**src/rtl/cam_pkg.sv**
```systemverilog
// Shared definitions for the CMOS camera capture path: pixel format,
// capture FSM encoding and default frame geometry.
package cam_pkg;

  // Default frame geometry of the attached sensor.
  localparam int CAM_H_PIX   = 512;
  localparam int CAM_V_LINES = 8;

  // Camera byte and assembled pixel widths.
  localparam int BYTE_W = 8;
  localparam int PIX_W  = 16;

  // RGB565 field positions inside an assembled pixel.
  localparam int RGB_R_MSB = 15;
  localparam int RGB_R_LSB = 11;
  localparam int RGB_G_MSB = 10;
  localparam int RGB_G_LSB = 5;
  localparam int RGB_B_MSB = 4;
  localparam int RGB_B_LSB = 0;

  // Capture FSM encoding.
  typedef logic [1:0] cam_state_t;
  localparam cam_state_t ST_WAIT_VS = 2'd0;
  localparam cam_state_t ST_SYNC    = 2'd1;
  localparam cam_state_t ST_SKIP    = 2'd2;
  localparam cam_state_t ST_ACTIVE  = 2'd3;

endpackage

```
**src/rtl/cam_byte_pack.sv**
```systemverilog
// Pairs consecutive camera bytes into one 16-bit pixel. The first byte of
// a pair is parked in hi_q; the second completes the pixel, which is
// presented one edge later together with a single-cycle strobe.
module cam_byte_pack
  import cam_pkg::*;
(
  input  logic              clk_i,
  input  logic              rst_i,
  input  logic              byte_en_i,
  input  logic              clr_i,
  input  logic [BYTE_W-1:0] data_i,
  output logic              emit_o,
  output logic              phase_lo_o,
  output logic              pix_valid_o,
  output logic [PIX_W-1:0]  pix_data_o
);

  logic              phase_lo_q, phase_lo_d;
  logic [BYTE_W-1:0] hi_q, hi_d;
  logic [PIX_W-1:0]  pix_data_q, pix_data_d;
  logic              pix_valid_q, pix_valid_d;
  logic              emit_s;

  // A pixel completes when a byte arrives while the high half is parked.
  assign emit_s = byte_en_i & phase_lo_q;

  // Next-state logic for the byte phase, high-byte holding register and pixel output.
  always_comb begin
    phase_lo_d  = phase_lo_q;
    hi_d        = hi_q;
    pix_data_d  = pix_data_q;
    pix_valid_d = 1'b0;
    if (clr_i) begin
      // Line end or frame abort: any dangling high byte is dropped.
      phase_lo_d = 1'b0;
    end else if (byte_en_i) begin
      if (phase_lo_q) begin
        pix_data_d  = {hi_q, data_i};
        pix_valid_d = 1'b1;
        phase_lo_d  = 1'b0;
      end else begin
        hi_d       = data_i;
        phase_lo_d = 1'b1;
      end
    end else begin
      phase_lo_d = phase_lo_q;
    end
  end

  // Pixel assembly registers with synchronous reset.
  always_ff @(posedge clk_i) begin
    if (rst_i) begin
      phase_lo_q  <= 1'b0;
      hi_q        <= {BYTE_W{1'b0}};
      pix_data_q  <= {PIX_W{1'b0}};
      pix_valid_q <= 1'b0;
    end else begin
      phase_lo_q  <= phase_lo_d;
      hi_q        <= hi_d;
      pix_data_q  <= pix_data_d;
      pix_valid_q <= pix_valid_d;
    end
  end

  assign emit_o      = emit_s;
  assign phase_lo_o  = phase_lo_q;
  assign pix_valid_o = pix_valid_q;
  assign pix_data_o  = pix_data_q;

endmodule

```
**src/rtl/cmos_capture.sv**
```systemverilog
// Receiver for an 8-bit parallel CMOS camera port. Registers the pins,
// tracks frame sync, drops start-up frames, assembles RGB565 pixels with
// x/y coordinates and flags malformed lines or frames. Everything runs on
// the camera pixel clock.
module cmos_capture
  import cam_pkg::*;
#(
  parameter int H_PIX       = CAM_H_PIX,
  parameter int V_LINES     = CAM_V_LINES,
  parameter int SKIP_FRAMES = 0,
  parameter int XY_W        = 16
) (
  input  logic              cmos_pclk,
  input  logic              rst,
  input  logic [BYTE_W-1:0] cmos_data,
  input  logic              cmos_href,
  input  logic              cmos_vsyn,
  output logic [PIX_W-1:0]  pix_data,
  output logic              pix_valid,
  output logic [XY_W-1:0]   pix_x,
  output logic [XY_W-1:0]   pix_y,
  output logic              frame_start,
  output logic              frame_done,
  output logic              line_err
);

  localparam logic [XY_W-1:0] H_CNT    = XY_W'(H_PIX);
  localparam logic [XY_W-1:0] Y_LAST   = XY_W'(V_LINES - 1);
  localparam logic [XY_W-1:0] XY_ZERO  = {XY_W{1'b0}};
  localparam logic [XY_W-1:0] XY_MAX   = {XY_W{1'b1}};
  localparam logic [XY_W-1:0] XY_ONE   = {{(XY_W-1){1'b0}}, 1'b1};
  localparam logic [4:0]      SKIP_CFG = 5'(SKIP_FRAMES);

  // Pin registers and edge-detect history.
  logic              vsyn_q, vsyn_prev_q, href_q, href_prev_q;
  logic [BYTE_W-1:0] data_q;

  // Control and counter state.
  cam_state_t        state_q, state_d;
  logic [3:0]        skip_cnt_q, skip_cnt_d;
  logic [XY_W-1:0]   pix_x_q, pix_x_d;
  logic [XY_W-1:0]   pix_y_q, pix_y_d;
  logic              frame_full_q, frame_full_d;
  logic              in_frame_q, in_frame_d;
  logic              started_q, started_d;
  logic              frame_start_q, frame_start_d;
  logic              frame_done_q, frame_done_d;
  logic              line_err_q, line_err_d;

  // Decoded events.
  logic              href_eff_s, vs_fall_s, href_fall_s, active_s;
  logic              byte_en_s, enter_active_s, done_now_s, abort_s;
  logic              skip_more_s, pack_clr_s, err_s;
  logic              emit_s, phase_lo_s, pack_valid_s;
  logic [PIX_W-1:0]  pack_data_s;
  logic [XY_W-1:0]   x_inc_s, x_cnt_s;

  // Bytes presented during vertical blanking never count as line data.
  assign href_eff_s  = href_q & ~vsyn_q;
  assign vs_fall_s   = vsyn_prev_q & ~vsyn_q;
  assign href_fall_s = href_prev_q & ~href_eff_s;
  assign active_s    = (state_q == ST_ACTIVE);

  // Once the frame holds V_LINES lines, further bytes are not packed.
  assign byte_en_s   = active_s & href_eff_s & ~frame_full_q;

  assign skip_more_s    = ({1'b0, skip_cnt_q} + 5'd1) <= SKIP_CFG;
  assign enter_active_s = (state_q == ST_SYNC) & vs_fall_s & ~skip_more_s;

  // Line end that completes the last expected line of the frame.
  assign done_now_s = active_s & href_fall_s & ~frame_full_q & (pix_y_q == Y_LAST);

  // Vertical sync arriving while a frame is only partly received.
  assign abort_s = active_s & vsyn_q & in_frame_q & ~frame_full_q & ~done_now_s;

  assign pack_clr_s = href_fall_s | abort_s | enter_active_s;

  // Column count including a pixel strobed in this cycle, saturating.
  assign x_inc_s = (pix_x_q == XY_MAX) ? pix_x_q : (pix_x_q + XY_ONE);
  assign x_cnt_s = pack_valid_s ? x_inc_s : pix_x_q;

  cam_byte_pack u_pack (
    .clk_i       (cmos_pclk),
    .rst_i       (rst),
    .byte_en_i   (byte_en_s),
    .clr_i       (pack_clr_s),
    .data_i      (data_q),
    .emit_o      (emit_s),
    .phase_lo_o  (phase_lo_s),
    .pix_valid_o (pack_valid_s),
    .pix_data_o  (pack_data_s)
  );

  // Register the camera pins once, and vsyn/href a second time for edge detection.
  always_ff @(posedge cmos_pclk) begin
    if (rst) begin
      vsyn_q      <= 1'b0;
      vsyn_prev_q <= 1'b0;
      href_q      <= 1'b0;
      href_prev_q <= 1'b0;
      data_q      <= {BYTE_W{1'b0}};
    end else begin
      vsyn_q      <= cmos_vsyn;
      vsyn_prev_q <= vsyn_q;
      href_q      <= cmos_href;
      href_prev_q <= href_eff_s;
      data_q      <= cmos_data;
    end
  end

  // Frame-sync FSM: find blanking, count off skipped frames, then capture.
  always_comb begin
    state_d    = state_q;
    skip_cnt_d = skip_cnt_q;
    case (state_q)
      ST_WAIT_VS: begin
        if (vsyn_q) begin
          state_d = ST_SYNC;
        end else begin
          state_d = ST_WAIT_VS;
        end
      end
      ST_SYNC: begin
        if (vs_fall_s) begin
          if (skip_more_s) begin
            skip_cnt_d = skip_cnt_q + 4'd1;
            state_d    = ST_SKIP;
          end else begin
            state_d = ST_ACTIVE;
          end
        end else begin
          state_d = ST_SYNC;
        end
      end
      ST_SKIP: begin
        if (vsyn_q) begin
          state_d = ST_SYNC;
        end else begin
          state_d = ST_SKIP;
        end
      end
      ST_ACTIVE: begin
        if (vsyn_q) begin
          state_d = ST_SYNC;
        end else begin
          state_d = ST_ACTIVE;
        end
      end
      default: begin
        state_d = ST_WAIT_VS;
      end
    endcase
  end

  // Coordinate counters: x counts emitted pixels in the line, y counts lines.
  always_comb begin
    pix_x_d = pix_x_q;
    pix_y_d = pix_y_q;
    if (enter_active_s || abort_s) begin
      pix_x_d = XY_ZERO;
      pix_y_d = XY_ZERO;
    end else if (active_s && href_fall_s) begin
      pix_x_d = XY_ZERO;
      if (!frame_full_q && (pix_y_q < Y_LAST)) begin
        pix_y_d = pix_y_q + XY_ONE;
      end else begin
        pix_y_d = pix_y_q;
      end
    end else begin
      pix_x_d = x_cnt_s;
    end
  end

  // Frame bookkeeping, start/done strobes and sticky error detection.
  always_comb begin
    frame_full_d  = frame_full_q;
    in_frame_d    = in_frame_q;
    started_d     = started_q;
    frame_start_d = emit_s & ~started_q;
    frame_done_d  = done_now_s | abort_s;
    err_s         = 1'b0;

    if (enter_active_s || abort_s) begin
      frame_full_d = 1'b0;
      in_frame_d   = 1'b0;
      started_d    = 1'b0;
    end else if (done_now_s) begin
      frame_full_d = 1'b1;
      in_frame_d   = 1'b0;
    end else begin
      if (byte_en_s) begin
        in_frame_d = 1'b1;
      end else begin
        in_frame_d = in_frame_q;
      end
      if (emit_s) begin
        started_d = 1'b1;
      end else begin
        started_d = started_q;
      end
    end

    // Short, long or odd-byte line inside the expected frame.
    if (active_s && href_fall_s && !frame_full_q && (phase_lo_s || (x_cnt_s != H_CNT))) begin
      err_s = 1'b1;
    end else if (active_s && href_eff_s && frame_full_q) begin
      // Line data beyond the expected number of lines.
      err_s = 1'b1;
    end else if (abort_s) begin
      err_s = 1'b1;
    end else begin
      err_s = 1'b0;
    end

    line_err_d = line_err_q | err_s;
  end

  // Control, counter and flag registers.
  always_ff @(posedge cmos_pclk) begin
    if (rst) begin
      state_q       <= ST_WAIT_VS;
      skip_cnt_q    <= 4'd0;
      pix_x_q       <= XY_ZERO;
      pix_y_q       <= XY_ZERO;
      frame_full_q  <= 1'b0;
      in_frame_q    <= 1'b0;
      started_q     <= 1'b0;
      frame_start_q <= 1'b0;
      frame_done_q  <= 1'b0;
      line_err_q    <= 1'b0;
    end else begin
      state_q       <= state_d;
      skip_cnt_q    <= skip_cnt_d;
      pix_x_q       <= pix_x_d;
      pix_y_q       <= pix_y_d;
      frame_full_q  <= frame_full_d;
      in_frame_q    <= in_frame_d;
      started_q     <= started_d;
      frame_start_q <= frame_start_d;
      frame_done_q  <= frame_done_d;
      line_err_q    <= line_err_d;
    end
  end

  assign pix_data    = pack_data_s;
  assign pix_valid   = pack_valid_s;
  assign pix_x       = pix_x_q;
  assign pix_y       = pix_y_q;
  assign frame_start = frame_start_q;
  assign frame_done  = frame_done_q;
  assign line_err    = line_err_q;

endmodule

```
**config.mk**
```make
export PLATFORM = sky130hd
export DESIGN_NAME = cmos_capture
export DESIGN_NICKNAME = d
export VERILOG_FILES = /design/src/rtl/cam_pkg.sv /design/src/rtl/cam_byte_pack.sv /design/src/rtl/cmos_capture.sv
export SDC_FILE = /design/constraint.sdc
export NUM_CORES = 1
export LEC_CHECK = 0
export BUFFER_PORTS_ARGS = -buffer_cell sky130_fd_sc_hd__clkbuf_2
export CORE_MARGIN = 1
export CORE_UTILIZATION = 45
export CTS_BUF_LIST = sky130_fd_sc_hd__clkbuf_8
export DETAILED_ROUTE_END_ITERATION = 16
export GPL_ROUTABILITY_DRIVEN = 1
export PLACE_DENSITY_LB_ADDON = 0.25
export SYNTH_ARGS = -nofsm -noshare
export SYNTH_HDL_FRONTEND = slang
export SYNTH_HIERARCHICAL = 1
export SYNTH_SLANG_ARGS = --single-unit
```
**constraint.sdc**
```tcl
create_clock -name cmos_pclk -period 2.8 [get_ports cmos_pclk]
set_input_delay 0.84 -clock cmos_pclk [delete_from_list [all_inputs] [get_ports cmos_pclk]]
set_output_delay 0.84 -clock cmos_pclk [all_outputs]
set_load 0.02 [all_outputs]
```
# Word-level counts from Yosys, hierarchy flattened

Index checks and enable logic that the tools add are counted.

Register bits: 82
Input port bits: 12
Output and inout bits: 52

Add/sub/neg operators: 4
Order comparisons: 2
Equality and inequality tests: 6
Mux-type cells: 13
Bitwise operators: 29
Reduce and logical (&&, ||, !) cells: 20

Operators with widths:

| cell                    | number |
|---|---|
| $add A16 B1 Y16 const B | 2 |
| $mux W16                | 2 |
| $and A1 B1 Y1           | 16 |
| $eq A16 B16 Y1 const B  | 1 |
| $eq A16 B3 Y1 const B   | 1 |
| $lt A16 B3 Y1 const B   | 1 |
| $ne A16 B10 Y1 const B  | 1 |
| $not A1 Y1              | 9 |
| $reduce_and A3 Y1       | 3 |
| $reduce_or A3 Y1        | 3 |
| $pmux W2 S4             | 1 |
| $mux W1                 | 7 |
| $logic_and A1 B1 Y1     | 6 |
| $mux W2                 | 3 |
| $add A4 B1 Y5 const B   | 1 |
| $le A5 B1 Y1 const B    | 1 |
| $add A4 B1 Y4 const B   | 1 |
| $eq A2 B2 Y1 const B    | 2 |
| $or A1 B1 Y1            | 4 |
| $reduce_and A2 Y1       | 2 |
| $reduce_or A2 Y1        | 2 |
| $eq A2 B1 Y1 const B    | 1 |
| $logic_not A2 Y1        | 1 |
| $logic_or A1 B1 Y1      | 2 |
| $logic_not A1 Y1        | 1 |

# Logic depth before layout (Yosys ltp)

Word-level depth: 13
Depth in mapped cells: 8
Gate-level depth less buffers: 7

# Modules after synthesis

The synthesis kept the hierarchy.

Modules (own cells, without submodules):

| module        | instances | cells each | area each (um^2) |
|---|---|---|---|
| cmos_capture  | 1         | 261        | 2372.3 |
| cam_byte_pack | 1         | 97         | 1069.8 |

# Worst setup path after synthesis

Ideal clock, no wire load.

Kind: reg2reg
From: reg pix_x_q[0] (netlist: pix_x[0])
To: reg line_err_q (netlist: line_err)
Setup time: 125 ps
Arrival time: 2023 ps
Path slack: 652 ps
Stages on the path, launching flop included: 8
Buffers on the path: 1
Clock period less this slack: 2148 ps
Path through: dfxtp_1 buf_2 nand4_1 or2_4 or4b_4 xor2_1 nor4_2 a21oi_1

Longest elaborated chain between the ends: 8

RTL lines:

| what                                                     | line                | text |
|---|---|---|
| start: declaration                                       | cmos_capture.sv:41  | `logic [XY_W-1:0] pix_x_q, pix_x_d;` |
| start signal: assignment                                 | cmos_capture.sv:234 | `pix_x_q <= pix_x_d;` |
| $add A16 B1 Y16 / $eq A16 B16 Y1 (equally long branches) | cmos_capture.sv:79  | `assign x_inc_s = (pix_x_q == XY_MAX) ? pix_x_q : (pix_x_q + XY_ONE);` |
| $mux W16                                                 | cmos_capture.sv:79  |  |
| $mux W16 *                                               | cmos_capture.sv:80  | `assign x_cnt_s = pack_valid_s ? x_inc_s : pix_x_q;` |
| $ne A16 B10 Y1 *                                         | cmos_capture.sv:204 | `if (active_s && href_fall_s && !frame_full_q && (phase_lo_s \|\| (x_cnt_s != H_CNT))) begin` |
| $logic_or A1 B1 Y1 *                                     | cmos_capture.sv:204 |  |
| $logic_and A1 B1 Y1 *                                    | cmos_capture.sv:204 |  |
| $mux W1 *                                                | cmos_capture.sv:204 |  |
| $or A1 B1 Y1 *                                           | cmos_capture.sv:215 | `line_err_d = line_err_q \| err_s;` |
| end signal: assignment                                   | cmos_capture.sv:241 | `line_err_q <= line_err_d;` |
| end: declaration                                         | cmos_capture.sv:48  | `logic line_err_q, line_err_d;` |

Every way passes the cells marked *; elsewhere a longest branch is shown, timed or not.
A chain may end at the register's enable or synchronous reset.

# Worst setup path after layout

From: reg vsyn_q
To: reg u_pack.hi_q[0]

Longest elaborated chain between the ends: 13

RTL lines:

| what                                 | line                                   | text |
|---|---|---|
| start: declaration                   | cmos_capture.sv:35                     | `logic vsyn_q, vsyn_prev_q, href_q, href_prev_q;` |
| start signal: assignment             | cmos_capture.sv:103                    | `vsyn_q <= cmos_vsyn;` |
| $not A1 Y1                           | cmos_capture.sv:59, cmos_capture.sv:60 |  |
| $and A1 B1 Y1                        | cmos_capture.sv:59                     | `assign href_eff_s = href_q & ~vsyn_q;` |
| $not A1 Y1                           | cmos_capture.sv:61                     | `assign href_fall_s = href_prev_q & ~href_eff_s;` |
| $and A1 B1 Y1                        | cmos_capture.sv:61                     |  |
| $and A1 B1 Y1 (3 in series)          | cmos_capture.sv:71                     | `assign done_now_s = active_s & href_fall_s & ~frame_full_q & (pix_y_q == Y_LAST);` |
| $not A1 Y1 (no source line)          | n/a                                    |  |
| $and A1 B1 Y1                        | cmos_capture.sv:74                     | `assign abort_s = active_s & vsyn_q & in_frame_q & ~frame_full_q & ~done_now_s;` |
| $or A1 B1 Y1                         | cmos_capture.sv:76                     | `assign pack_clr_s = href_fall_s \| abort_s \| enter_active_s;` |
| $or A1 B1 Y1 *                       | cmos_capture.sv:76                     |  |
| net pack_clr_s                       | cmos_capture.sv:53                     | `logic skip_more_s, pack_clr_s, err_s;` |
| $not A1 Y1 (no source line) *        | n/a                                    |  |
| $reduce_and A3 Y1 (no source line) * | n/a                                    |  |
| end signal: assignment               | cam_byte_pack.sv:54                    | `hi_q <= {BYTE_W{1'b0}};` |
| end signal: assignment               | cam_byte_pack.sv:59                    | `hi_q <= hi_d;` |
| end: declaration                     | cam_byte_pack.sv:19                    | `logic [BYTE_W-1:0] hi_q, hi_d;` |

The timed path passes the listed nets; every way through them passes the cells marked *.

==> results_dict.tcl <==
set metrics [dict create \
    cts_setup_buffers 0 \
    overflow 0 \
    area_growth_pct 17.7 \
    cts_tree "built" \
    clk_pin_slew_ns 0.08 \
    cp_num_buf_inv 0 \
    end_kind "flip-flop" \
    slew_viol_final 0 \
    start_util 0.470 \
    cts_sinks 82 \
    dpl_cell_area_um2 3830 \
    nNetsFinal 436 \
    seqPwrFrac 0.548 \
    synth-main-ff-cell "dfxtp_1" \
    hold_class "reg -> reg" \
    synth_top_cells_by_area "dfxtp_1, mux2i_1, nand2b_1" \
    clockBufferDepth 2 \
    htreeDepth 3 \
    dieArea_um2 8000 \
    clock_latency_ns 0.35 \
    outcome "complete, no violations" \
    r2r_cells 6 \
    drtIter0Drc 96 \
    reg2reg_slack_ns 0.48 \
    rsz0062_at_grt "false" \
    p_sw_frac 0.202 \
    viasPerCell 5.21 \
    track_usage 0.180 \
    root_buffer "clkbuf_8" \
    syn_avg_cell_area_um2 9.61 \
    cap_violations 0 \
    min_delay_path_depth 1 \
    place.port_buffers 63 \
    hold-path-endpoint "frame_start" \
    synth_fp_nets 373 \
    antenna_left 0 \
    peakVddDrop_mv 0.333 \
    crit_chain "nand2b_1 > nand3_1 > nor4_2 > o211ai_1 > nor3b_2 > mux2i_1" \
    worstSetupStartpointType "flip-flop" \
    fmax_ghz 0.432 \
    synth_most_common_cell "dfxtp_1" \
    p_switching_mw 0.434 \
    crit_slowest_cell "nor3b_2" \
    ys_ff_latch 82 \
    ys_types 52 \
    wl_um 6810 \
    cellPowerDensity_nw_per_um2 531 \
    yosysSeqAreaShare 0.477 \
    setup_violations 0 \
    grt_max_degree 54 \
    cts_buffers 9 \
    vias 2731 \
    final_cell_area_um2 4050 \
    wire_per_inst_um 13.0 \
    hp-start "started_q" \
    worstMarginPinSlew_ns 1.19 \
    tns_ns 0 \
    grt_pass1_wl_um 10900 \
    fin_crit_ns 2.32 \
    internal-power_mw 1.72 \
    slew_headroom 0.200 \
    fin_cells 524 \
    antenna_cells 0 \
    netlist_instances 358 \
    p_comb_frac 0.023 \
    rows 31 \
    synth_edf_count 0 \
    drt-pass1-iter-count 4 \
    antenna_found_initial 0 \
    hold_viol_final 0 \
    yosysTopAreaCell "dfxtp_1" \
    reg2reg_from "vsyn_q" \
    ys_async_sr_fraction 0 \
    timing.rr.end "u_pack/hi_q[0]" \
    dp_cells 509 \
    die_x_um 89.5 \
    drc 0 \
    finalCritPeriodShare 0.827 \
    gp_congestion 0.873 \
    ys_warn_count 6 \
    synth_commonest_cells "dfxtp_1, nand2b_1, mux2i_1" \
    die_y_um 89.5 \
    arrival_ns 2.58 \
    critPathKind "reg -> reg" \
    ios 64 \
    startpoint "vsyn_q" \
    cp.required_ns 3.07 \
    critical-path-top-delay-family "simple AND/OR/NAND/NOR gates" \
    skew_ns 0.00651 \
    hpwl_um 4890 \
    drive_gt1_frac 0.212 \
    critPathMaxStageDelay_ns 0.48 \
    clockPowerShare 0.429 \
    netlist_area_um2 3440 \
    path_max_fanout 7 \
    ctsResizeCount 0 \
    grt_pass1_vias 2411 \
    core_um2 7330 \
    yosysTopAreaCellShare 0.477 \
    leakage_nw 1.64 \
    cts_hold_buf 0 \
]
==> area by class of cell <==
cell class | instances | area, um^2
fill | 675 | 3280
multi-input combinational | 254 | 1690
sequential | 82 | 1640
timing repair buffer | 68 | 353
clock buffer | 10 | 138
tap | 99 | 124
clock inverter | 5 | 80.1
inverter | 6 | 22.5
==> registers in the layout, summed over array words and instances, names as in the netlist, 2 cells and up <==
name,count
data_q,8
skip_cnt_q,4
u_pack/hi_q,8
state_q,2
pix_y,16
u_pack/pix_data_o,16
pix_x,16
==> power by group through the flow <==
stage	clock network (mW)	logic (mW)	registers, mW
floorplan	0	0.0348	1.21
global placement	0	0.0501	1.21
detailed placement	0	0.0507	1.21
CTS	0.951	0.0507	1.18
global route	1.00	0.0557	1.18
finish	0.922	0.0498	1.18
==> placed cells by master, fill, tap and decap left out, types with 2 or more instances in the layout <==
cell,n
o21a_1,2
nor3_1,10
a211oi_1,3
o21ai_0,9
a221oi_1,2
a41oi_1,2
mux2i_1,29
dfxtp_1,82
nor3b_1,2
ha_1,3
clkbuf_2,63
bufinv_16,2
and2_1,15
nand2b_1,36
o211ai_1,2
nor2_1,26
and3b_1,3
clkbuf_8,10
nand3_1,13
buf_4,5
o211a_1,2
inv_1,7
nor4_2,2
and4_1,2
nor2b_1,18
nand2_1,21
a21oi_1,8
nor4_1,8
nand4_1,5
xnor2_1,5
xor2_1,4
==> logic make-up after synthesis <==
family / share of synthesized area
AO/OA/AOI/OAI: 0.0822
XOR/XNOR: 0.0229
adder cells (fa/ha/maj): 0.0109
buffers and inverters: 0.0309
flip-flops: 0.477
multiplexers: 0.0843
AND/OR/NAND/NOR: 0.292
==> worst reg2reg max path, stage by stage, from the launching register on <==
cell and delay, ns:
dfxtp_1 0.43, nand2b_1 0.22, nand3_1 0.20, nor4_2 0.39, o211ai_1 0.26, nor3b_2 0.48
mux2i_1 0.26
==> worst max-delay path by stage <==
stage	to	cells past startpoint	slack, ns
after floorplan	line_err	7	0.65
after global placement	u_pack/hi_q[4]	6	0.54
after detailed placement	pix_x[6]	6	0.49
after CTS	pix_x[6]	6	0.47
after global routing	pix_x[6]	6	0.19
final	u_pack/hi_q[0]	6	0.48
==> stage by stage <==
step | hold WS [ns] | util | setup WS, ns | power [mW]
3_3_place_gp | 0.413 | 0.523 | 0.538 | 1.26
3_5_place_dp | 0.421 | 0.523 | 0.487 | 1.26
6_report | 0.435 | 0.553 | 0.483 | 2.15
4_1_cts | 0.435 | 0.553 | 0.474 | 2.18
5_1_grt | 0.459 | 0.553 | 0.191 | 2.24
2_1_floorplan | 0.399 | - | 0.652 | 1.24
==> routing by layer <==
layer	up-vias	track usage	wire length, um
li1	1375	-	-
met1	1265	0.226	3230
met2	80	0.288	3150
met3	11	0.0591	315
met4	0	0.0664	107
met5	-	0	0
No activity file was read; power rests on OpenSTA's default activity.
